`config.mk`:
```
export PLATFORM = sky130hd
export DESIGN_NAME = ascon_perm_sched
export DESIGN_NICKNAME = d
export VERILOG_FILES = /design/src/rtl/ascon_pkg.sv /design/src/rtl/ascon_perm_sched.sv
export SDC_FILE = /design/constraint.sdc
export NUM_CORES = 1
export LEC_CHECK = 0
export ABC_CLOCK_PERIOD_IN_PS = 2500
export CORE_AREA = 2 2 484 486
export DETAILED_ROUTE_END_ITERATION = 8
export DIE_AREA = 0 0 486 488
export GPL_TIMING_DRIVEN = 1
export PLACE_DENSITY = 0.38
export SYNTH_ARGS = -nofsm -noshare
export SYNTH_HDL_FRONTEND = slang
export SYNTH_SLANG_ARGS = --single-unit
```
`constraint.sdc`:
```
create_clock -name clk_i -period 2.5 [get_ports clk_i]
set_input_delay 0.625 -clock clk_i [delete_from_list [all_inputs] [get_ports clk_i]]
set_output_delay 0.625 -clock clk_i [all_outputs]
set_load 0.05 [all_outputs]
```
`src/rtl/ascon_pkg.sv`:
```
// Shared types, constants and helpers for the ASCON-128 initialization sequencer
// and its single-round permutation datapath.
package ascon_pkg;

  localparam int unsigned XW         = 64;
  localparam int unsigned NW         = 5;
  localparam int unsigned KW         = 128;
  localparam int unsigned RCW        = 8;
  localparam int unsigned CNTW       = 4;
  localparam int unsigned MAX_ROUNDS = 12;

  // Permutation state; word 0 is x0.
  typedef logic [NW-1:0][XW-1:0] state_t;

  localparam logic [XW-1:0] ASCON128_IV = 64'h80400c0600000000;

  typedef enum logic [1:0] {
    S_IDLE,
    S_ROUND,
    S_FINAL,
    S_DONE
  } sched_state_e;

  function automatic logic [RCW-1:0] ascon_rc(input logic [3:0] r);
    return {4'(4'hF - r), r};
  endfunction

  function automatic logic [XW-1:0] rotr(input logic [XW-1:0] x, input int unsigned n);
    return (x >> n) | (x << (XW - n));
  endfunction

endpackage

```
`src/rtl/ascon_perm_sched.sv`:
```
// ASCON-128 initialization sequencer: loads IV||K||N, steps an external round
// datapath ROUNDS_A times, applies the final key XOR and publishes the result.
module ascon_perm_sched
  import ascon_pkg::*;
#(
  parameter int unsigned     ROUNDS_A = 12,
  parameter logic [XW-1:0]   IV       = ASCON128_IV
)(
  input  logic           clk_i,
  input  logic           rst_i,
  input  logic           start_i,
  input  logic           abort_i,
  input  logic [KW-1:0]  key_i,
  input  logic [KW-1:0]  nonce_i,
  output logic           busy_o,
  output state_t         round_state_o,
  output logic [RCW-1:0] round_const_o,
  input  state_t         round_state_i,
  output state_t         state_o,
  output logic           update_state_o,
  output logic           finished_o,
  output logic           intr_o,
  input  logic           intr_clr_i
);

  if (ROUNDS_A < 1 || ROUNDS_A > MAX_ROUNDS) begin : g_bad_rounds
    $error("ascon_perm_sched: ROUNDS_A must be within 1..12");
  end

  localparam logic [CNTW-1:0] LAST_CNT = CNTW'(ROUNDS_A - 1);
  localparam logic [CNTW-1:0] R_BASE   = CNTW'(MAX_ROUNDS - ROUNDS_A);

  sched_state_e    r_fsm;
  state_t          r_state;
  logic [KW-1:0]   r_key;
  logic [CNTW-1:0] r_cnt;
  logic            r_busy;
  logic [RCW-1:0]  r_rc;
  logic            r_update;
  logic            r_finished;
  logic            r_intr;

  // Sequencer; the round constant is registered one step ahead of the counter.
  always_ff @(posedge clk_i) begin
    if (rst_i) begin
      r_fsm      <= S_IDLE;
      r_state    <= '0;
      r_key      <= '0;
      r_cnt      <= '0;
      r_busy     <= 1'b0;
      r_rc       <= '0;
      r_update   <= 1'b0;
      r_finished <= 1'b0;
      r_intr     <= 1'b0;
    end else begin
      r_update   <= 1'b0;
      r_finished <= 1'b0;
      if (intr_clr_i) r_intr <= 1'b0;

      case (r_fsm)
        S_IDLE: begin
          if (start_i) begin
            r_state[0] <= IV;
            r_state[1] <= key_i[KW-1:XW];
            r_state[2] <= key_i[XW-1:0];
            r_state[3] <= nonce_i[KW-1:XW];
            r_state[4] <= nonce_i[XW-1:0];
            r_key      <= key_i;
            r_cnt      <= '0;
            r_busy     <= 1'b1;
            r_rc       <= ascon_rc(R_BASE);
            r_fsm      <= S_ROUND;
          end
        end

        S_ROUND: begin
          if (abort_i) begin
            r_cnt  <= '0;
            r_busy <= 1'b0;
            r_rc   <= '0;
            r_fsm  <= S_IDLE;
          end else begin
            r_state <= round_state_i;
            r_cnt   <= CNTW'(r_cnt + 4'd1);
            if (r_cnt == LAST_CNT) begin
              r_rc  <= '0;
              r_fsm <= S_FINAL;
            end else begin
              r_rc  <= ascon_rc(CNTW'(R_BASE + r_cnt + 4'd1));
            end
          end
        end

        S_FINAL: begin
          if (abort_i) begin
            r_cnt  <= '0;
            r_busy <= 1'b0;
            r_fsm  <= S_IDLE;
          end else begin
            r_state[3] <= r_state[3] ^ r_key[KW-1:XW];
            r_state[4] <= r_state[4] ^ r_key[XW-1:0];
            r_update   <= 1'b1;
            r_finished <= 1'b1;
            r_intr     <= 1'b1;
            r_fsm      <= S_DONE;
          end
        end

        S_DONE: begin
          r_busy <= 1'b0;
          r_fsm  <= S_IDLE;
        end

        default: begin
          r_busy <= 1'b0;
          r_rc   <= '0;
          r_fsm  <= S_IDLE;
        end
      endcase
    end
  end

  assign busy_o         = r_busy;
  assign round_state_o  = r_state;
  assign state_o        = r_state;
  assign round_const_o  = r_rc;
  assign update_state_o = r_update;
  assign finished_o     = r_finished;
  assign intr_o         = r_intr;

endmodule

```
-- After elaboration in Yosys (flattened, before gate mapping)
Cells that the tools add are included.
- register bits after elaboration: 465
- output and inout bits: 652
- add/sub/neg operators: 2
- eq/ne operators: 10
- mux-type cells: 25
- bitwise logic cells: 3
- reductions and logical operators: 12
- operators with widths (operator ; number):
    two-way mux 320 bit ; 2
    case mux 128 bit (3 select lines) ; 1
    case mux 192 bit (2 select lines) ; 1
    two-way mux 128 bit ; 1
    bitwise XOR 64 bit ; 2
    two-way mux 8 bit ; 3
    case mux 8 bit (2 select lines) ; 1
    two-way mux 4 bit ; 3
    case mux 4 bit (3 select lines) ; 1
    two-way mux 2 bit ; 4
    inequality test 2 bit, second input constant ; 4
    case mux 2 bit (4 select lines) ; 1
    AND reduction 2 bit ; 4
    two-way mux 1 bit ; 6
    AND reduction 3 bit ; 2
    adder 4 x 1 -> 4 bit, second input constant ; 1
    equality test 2 bit, second input constant ; 2
    equality test 4 bit, second input constant ; 1
    AND reduction 4 bit ; 1
    OR reduction 2 bit ; 2
    subtractor 4 bit, first input constant ; 1
    inequality test 3 bit, second input constant ; 1
    case mux 1 bit (3 select lines) ; 1
    nonzero test 3 bit ; 1
    5 further kinds ; 5

-- Depth between registers and ports, before layout
Gate-level depths: netlist (run 1).
- depth after elaboration: 5
- gate-level depth with buffers: 9
- gate-level depth less buffers: 5

-- Least setup slack after synthesis (run 1)
Ideal clock, no wire load.
- path type: register -> register
- from: reg r_fsm[0]
- to: reg r_state (netlist bit round_state_o[192])
- data arrival time: 1.824 ns
- path slack: 0.575 ns
- stages on the path, launching flop included: 9
- buffers on the path: 3
- period minus slack after synthesis: 1.925 ns
- path through: dfxtp_1 > inv_1 > ha_1 > clkbuf_1 > o21a_1 > or3_4 > buf_6 > buf_6 > o41ai_1
- longest elaborated chain between the ends: 3
- elaborated cells between the ends (all ways): 9
- RTL lines (element ; RTL line ; text):
    from (decl) ; ascon_perm_sched.sv:33 ; sched_state_e r_fsm;
    from (signal assigned) ; ascon_perm_sched.sv:46 ; r_fsm <= S_IDLE;
    from (signal assigned) ; ascon_perm_sched.sv:72 ; r_fsm <= S_ROUND;
    from (signal assigned) ; ascon_perm_sched.sv:81 ; r_fsm <= S_IDLE;
    equality test 2 bit, or another cell as far along ; ascon_perm_sched.sv:60 ; case (r_fsm)
    inequality test 2 bit (no line) or nonzero test 3 bit (tied branches) ; n/a ;
    AND reduction 4 bit (no line) ; n/a ;
    to (signal assigned) ; ascon_perm_sched.sv:83 ; r_state <= round_state_i;
    to (decl) ; ascon_perm_sched.sv:34 ; state_t r_state;
Several ways; a longest one is shown, not always the timed one.
A chain may end at the register's enable or synchronous reset.

-- Worst setup path after layout (run 1)
- from: reg r_fsm[0]
- to: reg r_state (netlist bit round_state_o[279])
Same word-level chain as after synthesis.

==> results of run 1 <==
## registers in the layout, summed over array words and instances, names as in the netlist
name	cells
round_state_o	320
r_key	128
round_const_o	8
r_cnt	4
r_fsm	2
busy_o	1
finished_o	1
intr_o	1
## routing by layer
layer	vias up	part of all wire, %	track usage [%]
li1	11800	-	-
met1	13600	39	18.8
met2	1416	49	28.4
met3	236	9.0	5.76
met4	16	3.3	6.42
met5	-	0.053	0
## kinds of logic (layout without fill, tap and decap cells)
logic type               after synthesis  in the layout
adder cells (fa/ha/maj)                5              5
AND/OR/NAND/NOR                      484            484
XOR/XNOR                             130            130
buffers and inverters                646           1523
AO/OA/AOI/OAI                        918            918
flip-flops                           465            465
multiplexers                         130            130
other                                  0             25
## power groups by stage
stage | clock, mW | sequential, mW | combinational (mW)
2_1_floorplan | 0 | 12.5 | 8.29
3_3_place_gp | 0 | 10.4 | 18.5
3_5_place_dp | 0 | 10.4 | 18.5
4_1_cts | 10.2 | 10.3 | 17.9
5_1_grt | 10.5 | 10.4 | 18.4
6_report | 9.89 | 10.2 | 17.6
## cells in the final DEF (no fill, tap or decap), types with 3 or more instances in the layout
cell type,n
o311ai_1,12
a21oi_1,194
diode_2,25
dlygate4sd2_1,381
or4_1,3
a211oi_1,129
bufinv_16,3
buf_12,61
nor2_1,132
xor2_1,129
clkinv_2,10
nand3b_1,3
nand2_1,261
buf_4,359
o31ai_1,60
inv_1,6
a221oi_1,129
o311ai_0,117
clkbuf_1,9
nand2b_1,4
a31oi_1,129
clkbuf_8,12
clkbuf_16,67
clkdlybuf4s15_2,20
clkdlybuf4s50_1,579
clkdlybuf4s15_1,5
ha_4,4
dfxtp_1,464
clkinv_16,4
clkinv_8,3
o221a_2,6
nand3_1,60
o41ai_1,129
mux2i_1,129
## critical path: cells and delay by family (launching register included)
kind	cells	cell delay, ns
DFF	1	0.44
adders and majority gates	1	0.23
buffers and inverters	2	0.44
AOI/OAI and AO/OA	3	1.12
## area by class of cell
type	count	area share [%]
timing repair buffer	1406	33.2
multi-input combinational	1667	28.3
sequential	465	23.2
tap	3043	9.49
clock buffer	88	4.67
clock inverter	21	0.792
antenna	25	0.156
inverter	8	0.112
## repair_timing
item,CTS,global route
setup endpoints to repair,408,4
pin swaps,0,0
resized for setup,452,2
hold endpoints to repair,0,0
## worst max path at each step
stage	from	endpoint	slack, ns	depth (start not counted)
after floorplan	r_fsm[0]	round_state_o[192]	0.58	8
after global placement	start_i	round_state_o[300]	-0.28	6
after detailed placement	start_i	round_state_o[300]	-0.21	6
after CTS	round_state_o[192]	state_o[192]	-0.0007	1
after global routing	round_state_o[192]	state_o[192]	-0.009	1
final	r_fsm[0]	round_state_o[279]	0.04	6
## cell usage after synthesis (2+ instances only)
cell	n
o311ai_1	11
o221a_2	6
ha_1	5
a221oi_1	129
a211oi_1	129
nand2b_1	5
buf_2	27
buf_6	14
dfxtp_1	465
a31oi_1	129
a21oi_1	194
o21ai_0	2
nand3b_1	3
buf_1	13
nand3_1	60
nor3_1	2
o31ai_1	60
and2_1	3
nor2_1	133
o41ai_1	130
inv_1	8
o311a_1	2
nor2b_1	3
or4_1	3
mux2i_1	129
o21a_1	3
o311ai_0	118
buf_4	321
nand2_1	263
nand4_1	2
clkbuf_1	263
xor2_1	129
==> summary.txt, run 1 <==
Routing
  – DR iter-0 viols: 1727
  – WL final: 206000 um
  – Drt wl/cell: just over 30 um
  – DR vias/cell: 4.03
  – DRC: 0
  – DR vias: 27100
  – DRT Pass-1 Iters: 5
  – Post-DRT Antenna Nets: 0

Timing
  – Final hold violation count: 0
  – Final setup viols: 0
  – Slew margin rel.: around two fifths
  – Period utilisation layout: a little over nine tenths
  – Worst setup margin: 0.0421 ns
  – Clock Skews: approximately 0.033 ns
  – RSZ-0062 raised after global routing: true
  – Final max-slew violation count: 0
  – Achievable Freq: 407 MHz
  – Fin crit period: 2.46 ns
  – Setup TNS: 0 ns
  – WHS: 0.287 ns
  – Worst slew pin tran: 0.892 ns

Power
  – Tot Pwr: between 30 and 40 mW
  – IR drop worst, VDD: around 480 uV
  – Power Density: 940 nW/um2
  – Logic pwr share: between 40% and 50%
  – Net load switching power: 18.5 mW
  – Pleak: 16.3 nW
  – Flop pwr share: 27.1%
  – Switch share: 49.0%
  – Cell Int Power: 19.2 mW
  – Clock share of power: about a quarter

Die
  – Cell Rows: 177
  – Io pins: 1233
  – Die X: 486 um
  – Initial Util: 10.5%
  – Die Footprint: 237000 um2
  – Core Region: 232000 um2
  – Die height: slightly below 500 um

Setup path
  – Reg2reg setup slack: 0.04 ns
  – Crit path kind: register to register
  – Crit Path Max Fanout: 39
  – CP endpoint kind: register
  – Worst path required time: 3.05 ns
  – CP startpoint kind: register
  – Worst flop-to-flop path endpoint: round_state_o[279]
  – Slowest CP cell: o311ai_0
  – Reg2Reg Launch Point: r_fsm[0]
  – Worst R2R Path Depth: 6
  – Arrival @ worst endpoint: 3.01 ns
  – CP max stage delay: just over 0.7 ns
  – Worst path cell trace: inv_1 -> ha_4 -> o21a_4 -> buf_4 -> o311ai_0 -> o41ai_1

Cells and area
  – Area growth, synth to finish: 65.0%
  – Sequential Area: 9310 um2
  – Cell Count, Final, Fillers Out: approximately 6700
  – Fillers: 26200
  – Nets@finish: 4201
  – Share of layout cells above drive strength 1: 15.6%
  – Design Area, Final: 40100 um2
  – Footprint of the multi-input gates: 11400 um2
  – Fin util: 17.3%

Yosys
  – Largest family of logic cells by synthesized area: compound AO/OA/AOI/OAI gates
  – Yosys Warn Count: 0
  – Mapped Area: 24300 um2
  – Primary FF master, synth: dfxtp_1
  – Mux cell area share after synthesis: 5.36%
  – Ranking of synthesized cells by area: dfxtp_1 38%, buf_4 9.9%, mux2i_1 5.3%
  – Seq cells post-synth: 465
  – Yosys cell types: 46
  – Ys async rst share: 0%
  – Share of the synthesized area in the top cell type: 38.3%
  – Compound-Gate Fraction of Synth Area: 27.8%
  – Post-Synth Simple-Gate Area: 8.14%
  – Syn Area/Cell: 8.75 um2
  – Synth area leader: dfxtp_1
  – Register area share after synthesis: 38.3%
  – Adder-Cell Fraction of Synth Area: 0.257%
  – Syn Inst Count: 2778
  – Xor/xnor cell area share of the yosys netlist: 4.68%
  – Syn Nets: around 3400
  – EDFF count, synth: 0

Run status
  – Outcome: finished clean

Place
  – Port Buffers: 1232
  – Pre-CTS setup slack: -0.206 ns
  – Hpwl dp: approximately 170000 um
  – Post-Place Cell Area: 38300 um2
  – Placed cell count: about 6600
  – Gpl congestion: 0.873

CTS
  – CTS tree: yes
  – CTS Buf Count: 67
  – H-tree depth: 3
  – Post-CTS setup buffer count: 0
  – Clock Path Buffers: 3
  – Clock Latency Late Sink: 0.70 ns
  – Clk pin slew, worst setup/hold paths: around 0.060 ns
  – Root buf cell: clkbuf_16
  – CTS sink cnt: about 470
  – Hold bufs inserted after CTS: 0

GRT
  – Pin count of the biggest net entering global routing: 84
  – Total GRT Usage: 16.6%
  – First-pass GRT wire length: 266000 um
  – Remaining Overflow, GRT: 0
  – Initial antenna violation count: 42
  – Number of global-route vias before repair: roughly 27000

Min path
  – Hold Crit Start: rst_i
  – Min-Delay Path Class: input port to register
  – Hold depth: 2
  – Sink of the worst hold path: r_key[11]

Job
  – Max-cap viol count: 0
Power figures use the tool's default switching activity.
==> run 2, diff against run 1 <==
ABC_CLOCK_PERIOD_IN_PS = not set   (was 2500)
CELL_PAD_IN_SITES_DETAIL_PLACEMENT = 0   (was not set)
CELL_PAD_IN_SITES_GLOBAL_PLACEMENT = 1   (was not set)
CORE_AREA = 2 2 482 484   (was 2 2 484 486)
DIE_AREA = 0 0 484 486   (was 0 0 486 488)
PLACE_DENSITY = 0.45   (was 0.38)
clock period = 2.7 ns   (was 2.5 ns; I/O delays follow)
==> run 2 against run 1 <==
Final cell count fell by 0.34%. Hold slack improved by 0.11 ns. Sequential power fell by 6%. Sequential share of layout area fell by 0.15 points. Utilization rose by 0.29 points. Largest power group unchanged. Via count fell by 0.76%.
==> summary.txt, run 2 (synthesis results as in run 1) <==
Run status
  – Outcome: finished clean (unchanged)

Die
  – Die height: 486 um (was 488 um)
  – Die X: 484 um (was 486 um)
  – Die Footprint: 235000 um2 (was 237000 um2)
  – Core Region: 229000 um2 (was 232000 um2)
  – Io pins: 1233 (unchanged)
  – Cell Rows: 176 (was 177)
  – Initial Util: 10.6% (was 10.5%)

Timing
  – Clock Skews: 0.0381 ns (was 0.0334 ns)
  – Final setup viols: 0 (unchanged)
  – Fin crit period: 2.63 ns
  – Worst slew pin tran: 1.13 ns (was 0.892 ns)
  – Achievable Freq: around 380 MHz
  – Setup TNS: 0 ns (unchanged)
  – RSZ-0062 raised after global routing: false (was true)
  – Final hold violation count: 0 (unchanged)
  – Worst setup margin: 0.0676 ns (was 0.0421 ns)
  – Final max-slew violation count: 0 (unchanged)
  – WHS: 0.397 ns (was 0.287 ns)
  – Slew margin rel.: 24.9% (was 40.5%)
  – Period utilisation layout: a little under 100%

GRT
  – Pin count of the biggest net entering global routing: 129 (was 84)
  – Remaining Overflow, GRT: 0 (unchanged)
  – Total GRT Usage: 16.0% (was 16.6%)
  – Number of global-route vias before repair: 27000 (was 27300)
  – Met2 Use GR: 26.2% (was 28.4%)
  – Grt met3 use: 3.19% (was 5.76%)
  – Initial antenna violation count: 73 (was 42)
  – First-pass GRT wire length: 260000 um (was 266000 um)
  – GRT met1 Usage: 20.7% (was 18.8%)
  – Gr busiest metal: met2 (unchanged)

Cells and area
  – Most frequent cells in the layout: 800 x clkdlybuf4s50_1, 465 x dfxtp_1, 289 x dlygate4sd2_1 (was 579 x clkdlybuf4s50_1, 464 x dfxtp_1, 381 x dlygate4sd2_1)
  – Cell Count, Final, Fillers Out: 6700 (was 6723)
  – Max reg flops: 320 (unchanged)
  – Fillers: 25700 (was 26200)
  – Area growth, synth to finish: 66.0% (was 65.0%)
  – Sequential Area: 9310 um2 (about the same)
  – Nets@finish: 4173 (was 4201)
  – Fin util: 17.6% (was 17.3%)
  – Design Area, Final: 40400 um2 (was 40100 um2)
  – Share of layout cells above drive strength 1: 11.5% (was 15.6%)
  – Footprint of the multi-input gates: 11400 um2 (about the same)
  – Commonest non-fill, non-tap cell in the layout: clkdlybuf4s50_1 (unchanged)

CTS
  – Clock Path Buffers: 3 (unchanged)
  – CTS sink cnt: 465 (unchanged)
  – Hold bufs inserted after CTS: 0 (unchanged)
  – CTS Buf Count: 73 (was 67)
  – Clk pin slew, worst setup/hold paths: 0.06 ns (about the same)
  – Clock Latency Late Sink: 0.69 ns (was 0.70 ns)
  – CTS tree: yes (unchanged)
  – Root buf cell: clkbuf_16 (unchanged)
  – H-tree depth: 3 (unchanged)

Setup path
  – Slowest CP cell: dfxtp_1 (was o311ai_0)
  – Worst R2R Path Depth: 6 (unchanged)
  – CP delay by family, top: flip-flops (was compound AO/OA/AOI/OAI gates)
  – Crit Path Max Fanout: 4 (was 39)
  – Critical path depth: 1 (was 6)
  – Worst path cell trace: dlygate4sd2_1 (was inv_1 -> ha_4 -> o21a_4 -> buf_4 -> o311ai_0 -> o41ai_1)
  – CP startpoint kind: register (unchanged)
  – CP max stage delay: 0.63 ns (was 0.71 ns)
  – WP buf/inv: 1 (was 2)
  – Crit path kind: register to output pin (was register to register)
  – CP endpoint kind: output pin (was register)
  – Worst path required time: 2.03 ns (was 3.05 ns)
  – Arrival @ worst endpoint: 1.96 ns (was 3.01 ns)

Routing
  – Drt wl/cell: 29.5 um (was 30.6 um)
  – DR iter-0 viols: 1732 (was 1727)
  – WL final: 197000 um (was 206000 um)
  – Post-DRT Antenna Nets: 0 (unchanged)
  – DRT Pass-1 Iters: 5 (unchanged)
  – DR vias: 26900 (was 27100)
  – DR vias/cell: 4.02 (was 4.03)
  – DRC: 0 (unchanged)

Place
  – Gpl congestion: 0.832 (was 0.873)
  – Hpwl dp: 154000 um (was 165000 um)
  – Pre-CTS setup slack: -0.0697 ns (was -0.206 ns)
  – Post-Place Cell Area: 38200 um2 (was 38300 um2)
  – Port Buffers: 1232 (unchanged)
  – Placed cell count: 6538 (was 6589)

Job
  – Max-cap viol count: 0 (unchanged)

Power
  – Power Density: 875 nW/um2 (was 940 nW/um2)
  – Pleak: 15.6 nW (was 16.3 nW)
  – Tot Pwr: 35.3 mW (was 37.7 mW)
  – IR drop worst, VDD: 494 uV (was 475 uV)

Min path
  – Hold depth: 2 (unchanged)
  – Min-Delay Path Class: input port to register (unchanged)
[run 2: changes by cell type in the layout (fill, tap and decap cells not counted), sizes merged]
cell / delta
clkdlybuf4s50: +221
buf: -148
dlygate4sd2: -92
clkbuf: +18
clkdlybuf4s15: -15
diode: +8
clkinv: -5
clkinvlp: +4
inv: +3
[run 2: area by class of cell]
| cell class | count | share of cell area (%) |
|---|---|---|
| multi-input cells | 1667 | 28.1 |
| flip-flops and latches | 465 | 23.1 |
| clock buffers | 106 | 5.31 |
| clock inverters | 23 | 0.759 |
| repair buffers | 1372 | 33.0 |
| inverters | 8 | 0.112 |
| well taps | 3026 | 9.38 |
| diodes | 33 | 0.205 |
[run 2: worst paths after layout]
check | start | end | slack (ns)
max | round_state_o[193] | state_o[193] | 0.07
min | rst_i | r_key[120] | 0.40
max reg2reg | r_fsm[0] | round_state_o[73] | 0.19
min reg2reg | round_const_o[1] | round_const_o[1] | 0.46
[run 2: power by group]
group,leakage [nW],switching [mW],internal (mW),total (mW)
clock,1.19,4.20,5.83,10.0
sequential,3.83,1.74,7.88,9.62
combinational,10.6,10.8,4.83,15.7
total,15.6,16.8,18.5,35.3
[run 2: repair_timing]
action | CTS | global route
endpoints found under the setup margin | 304 | 0
resized for setup | 316 | 0
setup buffers | 0 | 0
[run 2: layer usage]
layer	part of all wire (%)	vias to the layer above
met2	47	1373
met1	44	13500
li1	-	11800
met4	3.0	4
met3	5.8	248
met5	0.012	-
==> run 3, diff against run 2 <==
SKIP_CTS_REPAIR_TIMING = 1   (was not set)
==> run 3 against run 2 <==
Sequential power about the same. Design area increased by 2.5%. Die area unchanged. First-iteration DRC count decreased by 0.69%. Power increased by 1.2%. Sequential cell count unchanged. Clock power about the same. Hold slack improved by 0.0022 ns. Final cell count about the same. Non-clock buffer count unchanged.
==> summary.txt, run 3 (synthesis results as in run 1) <==
Run status
  – Outcome: finished clean (unchanged)

Timing
  – Final max-slew violation count: 0 (unchanged)
  – Final setup viols: 0 (unchanged)
  – Clock Skews: 0.0399 ns (was 0.0381 ns)
  – Period utilisation layout: 98.5% (was 97.5%)
  – Achievable Freq: 376 MHz (was 380 MHz)
  – WHS: 0.399 ns (was 0.397 ns)
  – Setup TNS: 0 ns (unchanged)
  – Final hold violation count: 0 (unchanged)
  – Worst slew pin tran: 1.14 ns (was 1.13 ns)
  – Fin crit period: 2.66 ns (was 2.63 ns)
  – Worst setup margin: 0.0411 ns (was 0.0676 ns)
  – Slew margin rel.: 24.3% (was 24.9%)

Cells and area
  – Cell Count, Final, Fillers Out: 6702 (was 6700)
  – Fillers: 25600 (was 25700)
  – Design Area, Final: 41400 um2 (was 40400 um2)
  – Commonest non-fill, non-tap cell in the layout: clkdlybuf4s50_1 (unchanged)
  – Share of layout cells above drive strength 1: 11.3% (was 11.5%)
  – Max reg flops: 320 (unchanged)
  – Most frequent cells in the layout: 843 x clkdlybuf4s50_1, 465 x dfxtp_1, 261 x nand2_1 (was 800 x clkdlybuf4s50_1, 465 x dfxtp_1, 289 x dlygate4sd2_1)
  – Area growth, synth to finish: 70.1% (was 66.0%)
  – Fin util: 18.0% (was 17.6%)
  – Nets@finish: 4173 (unchanged)

GRT
  – Remaining Overflow, GRT: 0 (unchanged)
  – Number of global-route vias before repair: 27000 (about the same)
  – First-pass GRT wire length: 259000 um (was 260000 um)
  – Pin count of the biggest net entering global routing: 129 (unchanged)
  – Initial antenna violation count: 80 (was 73)
  – Total GRT Usage: 16.0% (about the same)

Setup path
  – Crit path kind: register to output pin (unchanged)
  – Arrival @ worst endpoint: 1.98 ns (was 1.96 ns)
  – WP buf/inv: 1 (unchanged)
  – Worst path required time: 2.03 ns (about the same)
  – Crit Path Max Fanout: 3 (was 4)
  – CP startpoint kind: register (unchanged)
  – Worst path cell trace: clkdlybuf4s50_1 (was dlygate4sd2_1)
  – Slowest CP cell: clkdlybuf4s50_1 (was dfxtp_1)
  – CP delay by family, top: buffers and inverters (was flip-flops)
  – CP endpoint kind: output pin (unchanged)
  – CP max stage delay: 0.85 ns (was 0.63 ns)

CTS
  – Root buf cell: clkbuf_16 (unchanged)
  – CTS Buf Count: 73 (unchanged)
  – CTS tree: yes (unchanged)
  – Clock Latency Late Sink: 0.69 ns (about the same)
  – Clock Path Buffers: 3 (unchanged)
  – Clk pin slew, worst setup/hold paths: 0.06 ns (about the same)
  – CTS sink cnt: 465 (unchanged)
  – H-tree depth: 3 (unchanged)

Place
  – Pre-CTS setup slack: -0.0697 ns (unchanged)
  – Gpl congestion: 0.832 (unchanged)
  – Port Buffers: 1232 (unchanged)
  – Hpwl dp: 154000 um (unchanged)
  – Placed cell count: 6538 (unchanged)
  – Post-Place Cell Area: 38200 um2 (unchanged)

Power
  – IR drop worst, VDD: 495 uV (was 494 uV)
  – Power Density: 864 nW/um2 (was 875 nW/um2)
  – Pleak: 18.6 nW (was 15.6 nW)
  – Tot Pwr: 35.8 mW (was 35.3 mW)

Die
  – Cell Rows: 176 (unchanged)
  – Die height: 486 um (unchanged)
  – Die X: 484 um (unchanged)
  – Die Footprint: 235000 um2 (unchanged)
  – Io pins: 1233 (unchanged)
  – Core Region: 229000 um2 (unchanged)
  – Initial Util: 10.6% (unchanged)

Routing
  – DRT Pass-1 Iters: 5 (unchanged)
  – DR vias: 26900 (about the same)
  – WL final: 198000 um (was 197000 um)
  – DRC: 0 (unchanged)
  – DR vias/cell: 4.01 (was 4.02)
  – Drt wl/cell: 29.5 um (about the same)
  – DR iter-0 viols: 1720 (was 1732)
  – Post-DRT Antenna Nets: 0 (unchanged)

Job
  – Max-cap viol count: 0 (unchanged)

Min path
  – Min-Delay Path Class: input port to register (unchanged)
==> run 3: where the power goes <==
part,switching [mW],internal (mW),total [mW]
clock,4.19,5.83,10.0
sequential,1.74,7.88,9.61
combinational,10.9,5.25,16.1
==> run 3: final timing paths <==
| kind | startpoint | to | slack (ns) | cells past startpoint |
|---|---|---|---|---|
| min reg2reg | round_const_o[1] | round_const_o[1] | 0.46 | 2 |
| min | rst_i | r_key[120] | 0.40 | 2 |
| max reg2reg | r_fsm[0] | round_state_o[73] | 0.19 | 6 |
| max | round_state_o[2] | round_state_o[2] | 0.04 | 1 |
==> run 3: per-layer routing <==
metal / part of all wire, % / routed length, um / track usage (%)
met1: 44 / 87000 / 20.7
met4: 3.0 / 5930 / 5.84
met5: 0.022 / 43 / 0
met2: 47 / 92700 / 26.2
met3: 6.1 / 12100 / 3.24
==> run 3: final cells by class <==
| cell class | count | area (um2) | area share (%) |
|---|---|---|---|
| inverter | 8 | 45.0 | 0.109 |
| clock inverter | 23 | 307 | 0.741 |
| antenna | 35 | 87.6 | 0.212 |
| sequential | 465 | 9310 | 22.5 |
| clock buffer | 106 | 2140 | 5.18 |
| multi-input combinational | 1667 | 11400 | 27.5 |
| timing repair buffer | 1372 | 14300 | 34.7 |
| tap | 3026 | 3790 | 9.15 |
